### src/rtl/code_pkg.sv
// Shared types and constants for the code-pair capture sequencer.
package code_pkg;

    localparam int unsigned CODE_W = 3;
    localparam logic [CODE_W-1:0] CODE_NULL = 3'b000;

    typedef enum logic [2:0] {
        IDLE    = 3'd0,
        FIRST   = 3'd1,
        COMPARE = 3'd2,
        SHOW    = 3'd3,
        LOCKED  = 3'd4
    } state_t;

endpackage

### src/rtl/rise_detect.sv
// Single-flop rising-edge detector; rise_c is high for the first cycle a level input is seen high.
module rise_detect (
    input  logic clk,
    input  logic rst_n,
    input  logic d,
    output logic rise_c
);

    logic d_q;
    logic d_d;

    always_comb begin
        d_d = d;
    end

    always_ff @(posedge clk or negedge rst_n) begin
        if (!rst_n) begin
            d_q <= 1'b0;
        end else begin
            d_q <= d_d;
        end
    end

    assign rise_c = d & ~d_q;

endmodule

### src/rtl/code_pair_capture.sv
// Captures two switch codes on successive confirm presses, samples the external comparator result
// and counts consecutive mismatches. Optional lockout after repeated misses: CODE_LOCKOUT_EN.
module code_pair_capture
    import code_pkg::*;
#(
    parameter int unsigned SHOW_CYCLES = 50_000_000,
    parameter int unsigned CNT_W       = 4,
    parameter int unsigned MAX_MISS    = 3
) (
    input  logic              clk,
    input  logic              rst_n,
    input  logic [CODE_W-1:0] switch_code,
    input  logic              confirm,
    input  logic              match_bit,
    output logic [CODE_W-1:0] code_1,
    output logic [CODE_W-1:0] code_2,
    output logic              result_valid,
    output logic              result_match,
    output logic [CNT_W-1:0]  miss_count,
    output logic              busy,
    output logic              locked
);

    localparam int unsigned TIMER_W = (SHOW_CYCLES > 2) ? $clog2(SHOW_CYCLES) : 1;

    state_t              state_q, state_d;
    logic [CODE_W-1:0]   code_1_q, code_1_d;
    logic [CODE_W-1:0]   code_2_q, code_2_d;
    logic                result_valid_q, result_valid_d;
    logic                result_match_q, result_match_d;
    logic [CNT_W-1:0]    miss_count_q, miss_count_d;
    logic [TIMER_W-1:0]  timer_q, timer_d;
    logic                busy_q, busy_d;
    logic                locked_q, locked_d;

    logic                press_c;
    logic                press_ok_c;

    rise_detect u_rise_detect (
        .clk    (clk),
        .rst_n  (rst_n),
        .d      (confirm),
        .rise_c (press_c)
    );

    // The all-zero code is reserved as "nothing entered" and never captured.
    assign press_ok_c = press_c && (switch_code != CODE_NULL);

    always_comb begin
        state_d        = state_q;
        code_1_d       = code_1_q;
        code_2_d       = code_2_q;
        result_valid_d = result_valid_q;
        result_match_d = result_match_q;
        miss_count_d   = miss_count_q;
        timer_d        = timer_q;

        case (state_q)
            IDLE: begin
                if (press_ok_c) begin
                    code_1_d = switch_code;
                    state_d  = FIRST;
                end
            end
            FIRST: begin
                if (press_ok_c) begin
                    code_2_d = switch_code;
                    state_d  = COMPARE;
                end
            end
            COMPARE: begin
                // Both codes are registered, so match_bit has settled by now.
                result_match_d = match_bit;
                result_valid_d = 1'b1;
                timer_d        = TIMER_W'(SHOW_CYCLES - 1);
                state_d        = SHOW;
                if (match_bit) begin
                    miss_count_d = '0;
                end else if (miss_count_q != {CNT_W{1'b1}}) begin
                    miss_count_d = miss_count_q + CNT_W'(1);
                end
            end
            SHOW: begin
                if (timer_q == '0) begin
                    result_valid_d = 1'b0;
                    result_match_d = 1'b0;
                    code_1_d       = '0;
                    code_2_d       = '0;
                    state_d        = IDLE;
`ifdef CODE_LOCKOUT_EN
                    if (miss_count_q >= CNT_W'(MAX_MISS)) begin
                        state_d = LOCKED;
                    end
`endif
                end else begin
                    timer_d = timer_q - TIMER_W'(1);
                end
            end
`ifdef CODE_LOCKOUT_EN
            LOCKED: begin
                code_1_d       = '0;
                code_2_d       = '0;
                result_valid_d = 1'b0;
                result_match_d = 1'b0;
            end
`endif
            default: begin
                state_d = IDLE;
            end
        endcase

        busy_d = (state_d != IDLE);
`ifdef CODE_LOCKOUT_EN
        locked_d = (state_d == LOCKED);
`else
        locked_d = 1'b0;
`endif
    end

    always_ff @(posedge clk or negedge rst_n) begin
        if (!rst_n) begin
            state_q        <= IDLE;
            code_1_q       <= '0;
            code_2_q       <= '0;
            result_valid_q <= 1'b0;
            result_match_q <= 1'b0;
            miss_count_q   <= '0;
            timer_q        <= '0;
            busy_q         <= 1'b0;
            locked_q       <= 1'b0;
        end else begin
            state_q        <= state_d;
            code_1_q       <= code_1_d;
            code_2_q       <= code_2_d;
            result_valid_q <= result_valid_d;
            result_match_q <= result_match_d;
            miss_count_q   <= miss_count_d;
            timer_q        <= timer_d;
            busy_q         <= busy_d;
            locked_q       <= locked_d;
        end
    end

`ifndef CODE_LOCKOUT_EN
    // MAX_MISS only matters when lockout is built in.
    logic unused_max_miss;
    assign unused_max_miss = ^(32'(MAX_MISS));
`endif

    assign code_1       = code_1_q;
    assign code_2       = code_2_q;
    assign result_valid = result_valid_q;
    assign result_match = result_match_q;
    assign miss_count   = miss_count_q;
    assign busy         = busy_q;
    assign locked       = locked_q;

endmodule

### config.mk
export PLATFORM = sky130hd
export DESIGN_NAME = code_pair_capture
export DESIGN_NICKNAME = d
export VERILOG_FILES = /design/src/rtl/code_pkg.sv /design/src/rtl/rise_detect.sv /design/src/rtl/code_pair_capture.sv
export SDC_FILE = /design/constraint.sdc
export NUM_CORES = 1
export LEC_CHECK = 0
export BUFFER_PORTS_ARGS = -buffer_cell sky130_fd_sc_hd__buf_2
export CORE_ASPECT_RATIO = 2
export CORE_MARGIN = 4
export CORE_UTILIZATION = 30
export CTS_CLUSTER_SIZE = 40
export DETAILED_ROUTE_END_ITERATION = 6
export GPL_TIMING_DRIVEN = 0
export PLACE_DENSITY = 0.44
export SLEW_MARGIN = 20
export SYNTH_ARGS = -nofsm -noshare
export SYNTH_HDL_FRONTEND = slang
export SYNTH_SLANG_ARGS = --single-unit
### constraint.sdc
create_clock -name clk -period 2.83 [get_ports clk]
set_clock_uncertainty 0.2 [all_clocks]
set_input_delay 0.566 -clock clk [delete_from_list [all_inputs] [get_ports clk]]
set_output_delay 0.566 -clock clk [all_outputs]
set_load 0.01 [all_outputs]
Yosys cells after proc, flatten, opt, wreduce, memory -nomap -nowiden
Cells that the tools add are included.
{ "classes": {"bitwise_logic": 2, "n_reduce_logical": 14, "n_eq_ne": 8, "muxes": 15, "addsub": 2} }
{ "ops": {"columns": ["cell", "count"], "rows": [
  ["26-bit one-hot mux with 2 select lines", 1],
  ["26-bit logical NOT", 1],
  ["26-bit 2-to-1 mux", 1],
  ["26-bit by 1-bit subtractor with 26-bit output (second input constant)", 1],
  ["3-bit 2-to-1 mux", 5],
  ["3-bit one-hot mux with 2 select lines", 2],
  ["3-bit one-hot mux with 4 select lines", 1],
  ["4-bit 2-to-1 mux", 2],
  ["2-bit != test (second input constant)", 4],
  ["2-bit nonzero test", 4],
  ["3-bit by 2-bit == test with 1-bit output (second input constant)", 2],
  ["2-bit AND reduction", 3],
  ["3-bit AND reduction", 2],
  ["3-bit nonzero test", 2],
  ["4-bit by 1-bit adder with 4-bit output (second input constant)", 1],
  ["4-bit != test (second input constant)", 1],
  ["1-bit one-hot mux with 2 select lines", 2],
  ["3-bit by 1-bit == test with 1-bit output (second input constant)", 1],
  ["3-bit logical NOT", 1],
  ["1-bit AND", 1],
  ["1-bit logical AND", 1],
  ["1-bit 2-to-1 mux", 1],
  ["1-bit inverter", 1]
]} }
{ "totals": {"elab_cells": 50, "out_inout_bits": 14, "input_bits": 7, "register_bits": 43} }

Logic depth before layout (Yosys ltp)
{ "logic_depth": {"depth_word": 6, "ltp_mapped": 8, "mapped_depth_nobuf": 7} }

By module
From an unflattened synthesis, not the netlist that was laid out.
{ "hier_totals": {"hier_cells": 226, "hier_area_um2": 2222.1} }
{ "modules_own_cells": {"columns": ["module", "cells_each", "area_per_inst_um2", "instances"], "rows": [
  ["code_pair_capture", 224, 2183.3, 1],
  ["rise_detect", 2, 38.8, 1]
]} }

Least setup slack after synthesis
No wires, ideal clock.
{ "synth_timing": {"path_kind": "reg2reg", "start": "register timer_q[0]", "end": "register state_q[0]", "period_less_slack_ps": 2389, "path_buffers": 1, "arrival_time_ps": 2052, "setup_slack_ps": 441, "setup_ps": 136, "path_stages_with_launch": 9, "required_time_ps": 2494, "cell_sequence": "dfrtp_1 > inv_1 > ha_1 > or4b_1 > nor4_4 > and2_4 > buf_6 > a21o_1 > a21oi_1"} }
{ "synth_via": {"elab_chain_cells": 3} }
{ "synth_lines": {"columns": ["item", "line_no", "source"], "rows": [
  ["from (decl)", "code_pair_capture.sv:32", "logic [TIMER_W-1:0] timer_q, timer_d;"],
  ["from (signal assigned)", "code_pair_capture.sv:138", "timer_q <= timer_d;"],
  ["26-bit logical NOT", "code_pair_capture.sv:84", "if (timer_q == '0) begin"],
  ["3-bit 2-to-1 mux", "code_pair_capture.sv:84", null],
  ["3-bit one-hot mux with 4 select lines", "code_pair_capture.sv:58", "case (state_q)"],
  ["named net state_d[0]", "code_pair_capture.sv:26", "state_t state_q, state_d;"],
  ["to (signal assigned)", "code_pair_capture.sv:132", "state_q <= state_d;"],
  ["to (decl)", "code_pair_capture.sv:26", null]
]} }
The timed path passes the listed nets, and every way through them passes these cells.
A chain may end at the register's enable or synchronous reset.

Worst setup path in the final report
{ "layout_timing": {"start": "register timer_q[0]", "end": "register timer_q[18]"} }
{ "layout_via": {"elab_chain_cells": 3} }
{ "layout_lines": {"columns": ["item", "line_no"], "rows": [
  ["26-bit by 1-bit subtractor with 26-bit output or 26-bit logical NOT (tied branches)", "code_pair_capture.sv:96, code_pair_capture.sv:84"],
  ["26-bit 2-to-1 mux or 2-bit != test (tied branches)", null],
  ["26-bit one-hot mux with 2 select lines or 2-bit AND reduction (tied branches)", null]
]} }
Several ways; a longest one is shown, not always the timed one. The select of a mux whose other input is x is not followed.

==> results.md <==
- R2R Setup Slk: approximately 0.23 ns
- Reg2reg end: timer_q[18]
- Endpoints failing hold: 0
- GR Util All Layers: 14.8%
- DR WL/cell: 17.1 µm
- Period utilisation layout: 91.8%
- Ant diodes: 0
- Tightest Pin Transition: 0.827 ns
- Row Count: 44
- Final Core Density: 36.3%
- Register area share after synthesis: 47.4%
- TritonRoute pass-1 iters: 4
- Die ar.: 9110 µm²
- Fmax achieved: ~0.38 GHz
- TritonCTS clock tree: built
- Mapped cell area: about 2300 µm²
- Clock tree buffer depth: 2
- Leakage: 1.07 nW
- Crit Path Max Fanout: 10
- Setup TNS: 0 ns
- FF+latch count, synth: 43
- Worst min-delay path class: in2async
- Drt via density: 5.31
- Initial antenna violation count: 0
- Status: complete, no violations
- Largest net degree at the start of global routing: 44
- Antenna Nets Post-Route: 0
- Die X: between 60 and 70 µm
- Layout cells sized above 1: 15.6%
- Number of global-route vias before repair: 1929
- Fraction of registers with async set or reset after synthesis: 100%
- Area grow syn2layout: 17.3%
- Sum of net half-perimeters after detailed placement: between 4 and 5 mm
- Worst r2r src: timer_q[0]
- Post-synth cell types: 48
- DR iter-0 viols: 85
- Post-synth top area cell: dfrtp_1
- Routability cong.: 0.806
- Max_slew headroom: 44.0%
- Fin crit period: approximately 2.6 ns
- Ys flop type: dfrtp_1
- Io pins: 21
- Syn. warnings: 0
- Filler cells: 779
- Sequential Area: 1080 µm²
- R2R depth: 9
- Multi-input gate area: 1140 µm²
- Crit end category: register
- Drt total wl: 6.16 mm
- CP Launch Type: register
- Die span in y: 131 µm
- DRC viols: 0
- Final setup viols: 0
- GR Overflow Total: 0
- Vias post-DR: 1916
- Mean Syn Cell Area: roughly 9.5 µm²
- Worst-path clk slew: 0.06 ns
- Root Driver: clkbuf_16
- Number of synthesized flops with an enable pin: 0
- Inserted Clock Buffers: 5
- Final net count: 277
- Hold-fix buffers, CTS: 0
- Pwr dens: 744 nW/µm²
- First-pass GRT wire length: 10.3 mm
- WP data required: between 2 and 3 ns
- Port Buffer Count: 19
- Number of max-cap violations: 0
- Top cells by area, synth: dfrtp_1, a21oi_1, nor2_1, nand2_1, a211oi_1
- Max VDD drop: 0.334 mV
- Core outline area: 7320 µm²
- RSZ-0062 raised after global routing: false
- CTS Sinks: 43
- Crit Path Class: reg2reg
- Worst skew pair latency: around 0.29 ns
- Initial Util: 31.0%
- H-tree Lvls: 2
- Slew Viols, Final: 0
- WP data arrival: 2.58 ns
- Post-synthesis cell count: ~240
- Share of the synthesized area in the top cell type: 47.4%
[power by group]
group	switching, W	internal, W
Sequential	0.000172	0.000769
Combinational	0.000256	0.000210
Clock	0.000247	0.000327
[worst max path at each step]
stage | from | endpoint | slack (ns) | depth (start not counted)
CTS | timer_q[0] | timer_q[5] | 0.11 | 8
global placement | timer_q[0] | code_1[1] | -0.34 | 7
floorplan | timer_q[0] | state_q[0] | 0.44 | 8
detailed placement | timer_q[0] | result_valid | -0.33 | 7
global route | timer_q[20] | result_valid | 0.02 | 5
finish | timer_q[0] | timer_q[18] | 0.23 | 9
[state kept, by name (all words and copies together) (netlist names)]
register / cells
timer_q: 26
busy: 1
miss_count: 4
code_2: 3
state_q: 3
result_valid: 1
result_match: 1
code_1: 3
u_rise_detect.d_q: 1
[logic make-up (layout without fill, tap and decap cells)]
kind of cell	Yosys count	count (layout)	synth area share (%)
DFF	43	43	47.4
muxes	1	1	0.441
buffers and inverters	16	45	3.14
xor gates and xnor gates	5	5	1.93
adders and majority gates	2	2	1.10
and+or+nand+nor	104	104	25.8
other	1	2	0.165
AOI/OAI and AO/OA	67	67	20.0
[cells in the final DEF (no fill, tap or decap), drive strengths merged, types with 8 or more instances in the layout]
master   n
dfrtp   43
buf     24
nor2    20
nand2   18
a21oi   17
clkbuf  14
o21ai   14
nand3    8
nor3     8
[through the flow]
stage / worst slack, ns / hold slack (ns) / std cells / area [µm²] / total power [W]
global placement: -0.340 / 0.290 / 351 / 2480 / 0.00141
CTS: 0.110 / 0.188 / 361 / 2650 / 0.00200
detailed placement: -0.325 / 0.296 / 351 / 2480 / 0.00142
global route: 0.0225 / 0.116 / 361 / 2660 / 0.00212
floorplan: 0.441 / 0.0704 / 240 / 2270 / 0.00125
finish: 0.232 / 0.0647 / 361 / 2660 / 0.00198
[repair_timing]
item                                    4_1_cts  5_1_grt
pin swaps                                     1        0
resized for setup                             2        3
hold endpoints to repair                      0        0
setup buffers                                 3        0
endpoints found under the setup margin        5       10
[critical path: stages, from the launching register on]
cell and delay, ns:
dfrtp_1 0.42, inv_1 0.07, ha_1 0.23, or4b_4 0.53, nor4_4 0.31, buf_4 0.20
and2_4 0.16, buf_6 0.14, o311ai_1 0.12, o41ai_1 0.09
[cells in the mapped netlist, types with 5 or more instances]
library cell / n
o21ai_0: 7
clkbuf_1: 8
nor4_1: 6
dfrtp_1: 43
a211oi_1: 6
nand3_1: 8
nand2_1: 18
nor3_1: 8
a21oi_1: 16
nand2b_1: 6
a22oi_1: 5
or4_1: 6
o21ai_1: 7
nor2_1: 20
inv_1: 6
[per-layer routing]
metal | vias up | wire length (µm) | GRT usage [%]
met5 | - | 0 | 0
li1 | 956 | - | -
met2 | 23 | 3560 | 28.3
met3 | 7 | 138 | 2.53
met1 | 930 | 2340 | 15.4
met4 | 0 | 127 | 7.02
[cell type report]
cell class / instances / area share (%)
clock buffer: 7 / 4.98
multi-input combinational: 181 / 43.0
buffer: 9 / 1.69
inverter: 6 / 0.846
sequential: 43 / 40.4
timing repair buffer: 22 / 4.51
tap: 92 / 4.33
clock inverter: 1 / 0.188
Note: power is estimated with default switching activity, not from simulation.
